==> config.mk <==
export PLATFORM = sky130hd
export DESIGN_NAME = pcs_hss_fault_sched
export DESIGN_NICKNAME = d
export VERILOG_FILES = /design/src/rtl/pcs_tb_pkg.sv /design/src/rtl/pcs_lfsr20.sv /design/src/rtl/pcs_hss_fault_sched.sv
export SDC_FILE = /design/constraint.sdc
export NUM_CORES = 1
export LEC_CHECK = 0
export CAP_MARGIN = 20
export CELL_PAD_IN_SITES_DETAIL_PLACEMENT = 1
export CELL_PAD_IN_SITES_GLOBAL_PLACEMENT = 2
export CORE_UTILIZATION = 29
export CTS_CLUSTER_DIAMETER = 80
export DETAILED_ROUTE_END_ITERATION = 16
export GPL_ROUTABILITY_DRIVEN = 1
export PLACE_DENSITY = 0.88
export SYNTH_ARGS = -nofsm -noshare
export SYNTH_HDL_FRONTEND = slang
export SYNTH_SLANG_ARGS = --single-unit
==> constraint.sdc <==
create_clock -name clk -period 3.3 [get_ports clk]
set_input_delay 0.66 -clock clk [delete_from_list [all_inputs] [get_ports clk]]
set_output_delay 0.66 -clock clk [all_outputs]
set_load 0.03 [all_outputs]
==> src/rtl/pcs_tb_pkg.sv <==
// Shared definitions for the PCS->HSS interferer blocks of the fake-HSS bench.
// Holds the fault-mode and scheduler state encodings, the LFSR tap constant
// and the bit-error flip-mask rule. Other interferers reuse the flip mask so
// that all of them corrupt the same bits.
package pcs_tb_pkg;

  typedef enum logic [1:0] {
    FM_NONE   = 2'b00,
    FM_BITERR = 2'b01,
    FM_LOST   = 2'b10,
    FM_ALT    = 2'b11
  } fault_mode_t;

  typedef enum logic [1:0] {
    ST_IDLE   = 2'd0,
    ST_GAP    = 2'd1,
    ST_INJECT = 2'd2
  } fsched_state_t;

  // Fibonacci taps 20 and 17 (bits 19 and 16).
  localparam logic [19:0] LFSR20_TAPS = 20'h90000;

  // Widest datapath the flip-mask helper supports.
  localparam int FLIP_MAXW = 256;

  // Bit-error rule: invert the MSB and the two LSBs of the word.
  function automatic logic [FLIP_MAXW-1:0] biterr_flip_mask(input int unsigned dw);
    return (FLIP_MAXW'(1) << (dw - 1)) | FLIP_MAXW'(3);
  endfunction

endpackage

==> src/rtl/pcs_lfsr20.sv <==
// 20-bit Fibonacci LFSR used as the jitter source of the fault scheduler.
// Advances on every clock that is not in reset.
// Ports:
//   clk   in   clock
//   Rst   in   synchronous active-high reset, loads SEED
//   lfsr  out  current 20-bit state
module pcs_lfsr20 #(
  parameter logic [19:0] SEED = 20'h5A5A5
) (
  input  logic        clk,
  input  logic        Rst,
  output logic [19:0] lfsr
);
  import pcs_tb_pkg::*;

  always_ff @(posedge clk) begin
    if (Rst) begin
      lfsr <= SEED;
    end else begin
      lfsr <= {lfsr[18:0], ^(lfsr & LFSR20_TAPS)};
    end
  end

endmodule

==> src/rtl/pcs_hss_fault_sched.sv <==
// Programmable fault-injection scheduler for the PCS->HSS transmit path.
// Words pass with one cycle of latency. After a configuration is accepted,
// every (gap+1)th valid word (plus optional LFSR jitter) is corrupted by a bit
// flip or dropped to zero, for a programmed number of events.
// Ports:
//   clk, Rst                      clock, synchronous active-high reset
//   cfg_valid/cfg_ready           configuration handshake
//   cfg_mode/gap/jmask/burst      fault type, spacing, jitter mask, event count
//   abort                         end the current run
//   din/din_valid                 PCS word in
//   dout/dout_valid               word to the HSS (registered)
//   busy, done                    run active, one-cycle end-of-run pulse
//   err_cnt, lost_cnt             saturating event counters since reset
//
// state     | meaning
// ----------+-------------------------------------------------------------
// ST_IDLE   | pass-through, waiting for a configuration
// ST_GAP    | counting clean valid words down to the next event
// ST_INJECT | next valid word is the fault word
module pcs_hss_fault_sched #(
  parameter int          DW        = 64,
  parameter int          CW        = 16,
  parameter logic [19:0] LFSR_SEED = 20'h5A5A5
) (
  input  logic          clk,
  input  logic          Rst,
  input  logic          cfg_valid,
  output logic          cfg_ready,
  input  logic [1:0]    cfg_mode,
  input  logic [CW-1:0] cfg_gap,
  input  logic [CW-1:0] cfg_jmask,
  input  logic [7:0]    cfg_burst,
  input  logic          abort,
  input  logic [DW-1:0] din,
  input  logic          din_valid,
  output logic [DW-1:0] dout,
  output logic          dout_valid,
  output logic          busy,
  output logic          done,
  output logic [15:0]   err_cnt,
  output logic [15:0]   lost_cnt
);
  import pcs_tb_pkg::*;

  localparam logic [FLIP_MAXW-1:0] FLIP_FULL = biterr_flip_mask(DW);
  localparam logic [DW-1:0]        FLIP      = FLIP_FULL[DW-1:0];

  fsched_state_t state;
  fault_mode_t   mode_q;
  logic [CW-1:0] gap_q;
  logic [CW-1:0] jmask_q;
  logic [CW-1:0] gap_cnt;
  logic [7:0]    burst_rem;
  logic          burst_inf;
  logic          cur_lost;

  logic [19:0]   lfsr;
  logic [CW-1:0] jitter_src;
  logic [CW-1:0] cfg_gap_eff;
  logic [CW-1:0] load_first;
  logic [CW-1:0] load_next;

  pcs_lfsr20 #(.SEED(LFSR_SEED)) u_lfsr (
    .clk  (clk),
    .Rst  (Rst),
    .lfsr (lfsr)
  );

  assign jitter_src  = CW'(lfsr);
  assign cfg_gap_eff = (cfg_gap == '0) ? CW'(1) : cfg_gap;
  // Sums are truncated to CW bits.
  assign load_first  = cfg_gap_eff + (jitter_src & cfg_jmask);
  assign load_next   = gap_q + (jitter_src & jmask_q);

  always_ff @(posedge clk) begin
    if (Rst) begin
      state      <= ST_IDLE;
      mode_q     <= FM_NONE;
      gap_q      <= '0;
      jmask_q    <= '0;
      gap_cnt    <= '0;
      burst_rem  <= '0;
      burst_inf  <= 1'b0;
      cur_lost   <= 1'b0;
      cfg_ready  <= 1'b1;
      dout       <= '0;
      dout_valid <= 1'b0;
      busy       <= 1'b0;
      done       <= 1'b0;
      err_cnt    <= '0;
      lost_cnt   <= '0;
    end else begin
      dout       <= din;
      dout_valid <= din_valid;
      done       <= 1'b0;
      case (state)
        ST_IDLE: begin
          // cfg_ready stays low for the first IDLE cycle after a run ends.
          cfg_ready <= 1'b1;
          if (cfg_valid && cfg_ready) begin
            mode_q    <= fault_mode_t'(cfg_mode);
            gap_q     <= cfg_gap_eff;
            jmask_q   <= cfg_jmask;
            burst_rem <= cfg_burst;
            burst_inf <= (cfg_burst == 8'd0);
            cur_lost  <= (fault_mode_t'(cfg_mode) == FM_LOST);
            gap_cnt   <= load_first;
            cfg_ready <= 1'b0;
            busy      <= 1'b1;
            state     <= ST_GAP;
          end
        end
        ST_GAP: begin
          cfg_ready <= 1'b0;
          if (abort) begin
            busy  <= 1'b0;
            done  <= 1'b1;
            state <= ST_IDLE;
          end else if (din_valid) begin
            if (gap_cnt == CW'(1)) begin
              state <= ST_INJECT;
            end else begin
              gap_cnt <= gap_cnt - CW'(1);
            end
          end
        end
        ST_INJECT: begin
          cfg_ready <= 1'b0;
          if (abort) begin
            busy  <= 1'b0;
            done  <= 1'b1;
            state <= ST_IDLE;
          end else if (din_valid) begin
            if (mode_q != FM_NONE) begin
              if (cur_lost) begin
                dout <= '0;
                if (lost_cnt != 16'hFFFF) lost_cnt <= lost_cnt + 16'd1;
              end else begin
                dout <= din ^ FLIP;
                if (err_cnt != 16'hFFFF) err_cnt <= err_cnt + 16'd1;
              end
              if (mode_q == FM_ALT) cur_lost <= ~cur_lost;
            end
            if (!burst_inf && burst_rem == 8'd1) begin
              busy  <= 1'b0;
              done  <= 1'b1;
              state <= ST_IDLE;
            end else begin
              if (!burst_inf) burst_rem <= burst_rem - 8'd1;
              gap_cnt <= load_next;
              state   <= ST_GAP;
            end
          end
        end
        default: begin
          busy  <= 1'b0;
          state <= ST_IDLE;
        end
      endcase
    end
  end

endmodule

==> flow_summary.json <==
{
  "avgSynthCellArea_um2": 8.40,
  "critical-path-slowest-cell": "clkdlybuf4s50_1",
  "synth_seq_area_share": 0.403,
  "clkPwrFrac": 0.293,
  "status": "complete, no violations",
  "crit_chain": "clkdlybuf4s50_1 -> nor4_2 -> buf_4 -> a41o_1 -> ha_2 -> inv_1 -> fa_1 -> nand2b_4 -> a21oi_4 -> o311a_1 -> a211oi_1 -> mux2_2 -> o32ai_2",
  "clock-root-buffer": "clkbuf_16",
  "wire_per_inst_um": 17.8,
  "synth_flop_cell": "dfxtp_1",
  "postCtsHoldBufs": 0,
  "grt_max_degree": 52,
  "ys_warn_count": 0,
  "numClockSinks": 182,
  "power_switching_w": 0.00267,
  "start_util": 0.295,
  "nets": 1436,
  "switching_share": 0.358,
  "combPwrFrac": 0.344,
  "drive_gt1_frac": 0.0810,
  "fmax_ghz": 0.312,
  "syn-num-nets": 1229,
  "first_pass_iters": 4,
  "final_cells": 1692,
  "r2r_slack_ps": 350,
  "synth.distinct_cells": 67,
  "clk_latency_ps": 460,
  "design_power_total_w": 0.00745,
  "netlist_area_mm2": 0.00903,
  "cts_buffer_depth": 2,
  "core_mm2": 0.0306,
  "worst_pin_slew_ps": 667,
  "syn_inst": 1076,
  "hold_path.class": "flop to flop",
  "clock_skew_ps": 19.1,
  "p_leak_nw": 4.82,
  "cp.required_ps": 3680,
  "hold_end": "u_lfsr.lfsr[18]$_SDFF_PP1_",
  "whs_path_depth": 1,
  "reg2reg_from": "u_lfsr.lfsr[0]$_SDFF_PP1_",
  "n_antenna_cell": 0,
  "setup_tns_ps": 0,
  "row_count": 64,
  "antenna_found_initial": 2,
  "finalCritPeriodShare": 0.972,
  "r2r_cells": 9,
  "worstPathMaxFanout": 3,
  "areaGrowthSynthToFinish_pct": 37.2,
  "maxCapViolCount": 0,
  "wirelength_um": 30100,
  "grt_pass1_wl_um": 47200,
  "setup_viol": 0,
  "htreeDepth": 4,
  "cp-start-kind": "primary input",
  "fin_crit_ps": 3210,
  "finalMaxSlewViolations": 0,
  "vdd_drop_max_v": 0.000368,
  "timing.rr.end": "gap_cnt[14]$_SDFFE_PP0P_",
  "powerDensity_mw_per_mm2": 601,
  "synth_edf_count": 0,
  "worstPathArrival_ps": 3580,
  "die_h_um": 179,
  "gp_congestion": 0.841,
  "grt_usage": 0.193,
  "grt_pass1_vias": 8876,
  "worstSetupPathType": "primary input to flop",
  "die_width_um": 179,
  "cp_top_family": "compound AO/OA/AOI/OAI gates",
  "drc_errors": 0,
  "timing_hold_violations_final": 0,
  "cts_made_buffers": 17,
  "place_hpwl_um": 22800,
  "ys_seq_elements": 182,
  "internal-power_w": 0.00478,
  "port_buffers": 210,
  "ant_nets": 0,
  "relSlewSlack": 0.552,
  "io_pins": 211,
  "pwr-share-seq": 0.363,
  "cts_tree": "built",
  "max_stage_delay_ps": 460,
  "die_area_mm2": 0.0319,
  "end_kind": "flop",
  "clkSlewWorstSetupHoldPaths_ps": 80,
  "dpl.cell_count": 1659,
  "via_per_inst": 5.00,
  "hp-start": "u_lfsr.lfsr[17]$_SDFF_PP0_",
  "worst-path-buf-inv": 3,
  "overflow": 0,
  "drt_iter0_drc": 307,
  "synthArstFlopShare": 0,
  "vias": 8465
}
-- worst register-to-register path, cell delays in order, from the launching register on --
cell     delay [ps]
dfxtp_1         320
and2_1          160
ha_1            200
fa_1            440
a211o_1         320
a21oi_1         380
o31ai_1         240
a41o_1          280
nor3_1          360
o32ai_2         140
-- through the flow --
step	hold slack [ps]	instance area [um^2]	setup slack [ps]	utilization
3_5_place_dp	397	11700	-739	0.383
4_1_cts	436	12400	8.17	0.404
5_1_grt	459	12400	-1.94	0.405
2_1_floorplan	389	9030	351	-
3_3_place_gp	395	11700	-694	0.382
6_report	442	12400	92.4	0.405
-- synthesized netlist by cell type (10+ instances only) --
cell type	n	area share
nor2b_1	20	0.014
nor2_1	83	0.034
mux2i_1	13	0.014
xnor2_1	32	0.031
and2_1	94	0.065
inv_1	26	0.011
a21o_1	22	0.018
xor2_1	15	0.015
clkbuf_1	62	0.026
nor4_1	17	0.012
o21ai_0	36	0.020
nand2_1	115	0.048
nand2b_1	13	0.0090
a31oi_1	10	0.0069
ha_1	40	0.055
a21oi_1	85	0.047
a211oi_1	15	0.012
dfxtp_1	182	0.40
nand3_1	27	0.015
or3_1	16	0.011
nor3_1	27	0.015
-- what timing repair did --
| action | 4_1_cts | 5_1_grt |
|---|---|---|
| buffers inserted | 1 | 0 |
| resized for setup | 7 | 6 |
| pin swaps | 5 | 7 |
| setup endpoints to repair | 6 | 5 |
| endpoints found under the hold margin | 0 | 0 |
-- state kept, by name, summed over array words and instances, names as in the netlist --
name and cells:
cfg_ready 1, lost_cnt 16, gap_q 16, burst_inf 1, err_cnt 16, jmask_q 16, state 2, u_lfsr.lfsr 20
done 1, burst_rem 8, dout_valid 1, cur_lost 1, dout 64, mode_q 2, busy 1, gap_cnt 16
-- power groups by stage --
stage                     clock network [W]  registers [W]  logic (W)
after global routing                0.00233        0.00275    0.00283
after floorplan                           0        0.00278    0.00163
after detailed placement                  0        0.00275    0.00254
final                               0.00218        0.00270    0.00256
after CTS                           0.00225        0.00270    0.00257
after global placement                    0        0.00274    0.00248
-- per-layer routing --
metal | up-vias | routed length (um) | GRT usage | part of all wire
met5 | - | 25 | 0 | 0.00083
met1 | 4097 | 12300 | 0.215 | 0.41
met2 | 183 | 15400 | 0.343 | 0.51
met3 | 33 | 1840 | 0.0616 | 0.061
met4 | 4 | 537 | 0.0625 | 0.018
li1 | 4148 | - | - | -
-- worst max-delay path by stage --
stage / from / end / slack [ps] / cells past startpoint
3_3_place_gp: cfg_gap[6] / gap_cnt[8]$_SDFFE_PP0P_ / -690 / 14
4_1_cts: cfg_gap[14] / gap_cnt[14]$_SDFFE_PP0P_ / 8 / 13
6_report: cfg_gap[10] / gap_cnt[14]$_SDFFE_PP0P_ / 90 / 13
2_1_floorplan: cfg_gap[12] / gap_cnt[12]$_SDFFE_PP0P_ / 350 / 11
5_1_grt: cfg_gap[10] / gap_cnt[14]$_SDFFE_PP0P_ / -2 / 13
3_5_place_dp: cfg_gap[6] / gap_cnt[12]$_SDFFE_PP0P_ / -740 / 13
-- area by class of cell --
cell class	instances	area (um^2)
fill	3566	18200
inverter	26	97.6
clock buffer	20	447
tap	396	495
sequential	182	3640
timing repair buffer	252	2430
clock inverter	12	169
multi-input combinational	804	5100
-- placed cells by master, fill, tap and decap left out, types with 5 or more instances in the layout --
cell               n
a211o_1            5
a211oi_1          15
a21o_1            22
a21oi_1           84
a221oi_1           5
a311oi_1           7
a31oi_1            9
and2_1            94
and3_1             7
and4_1             5
buf_4             42
clkbuf_16         17
clkdlybuf4s50_1  206
dfxtp_1          182
ha_1              39
inv_1             26
mux2i_1           13
nand2_1          115
nand2b_1          12
nand3_1           27
nand4_1            8
nor2_1            83
nor2b_1           20
nor3_1            27
nor4_1            16
o21a_1             5
o21ai_0           34
o31ai_1            6
or2_2              9
or3_1             16
xnor2_1           32
xor2_1            15
-- cell families after synthesis --
kind of cell | share of synthesized area
xor+xnor | 0.0456
mux | 0.0181
flops | 0.403
fa+ha+maj | 0.0598
compound gates | 0.169
simple gates | 0.266
buf+inv | 0.0384
Note: power is estimated with default switching activity, not from simulation.
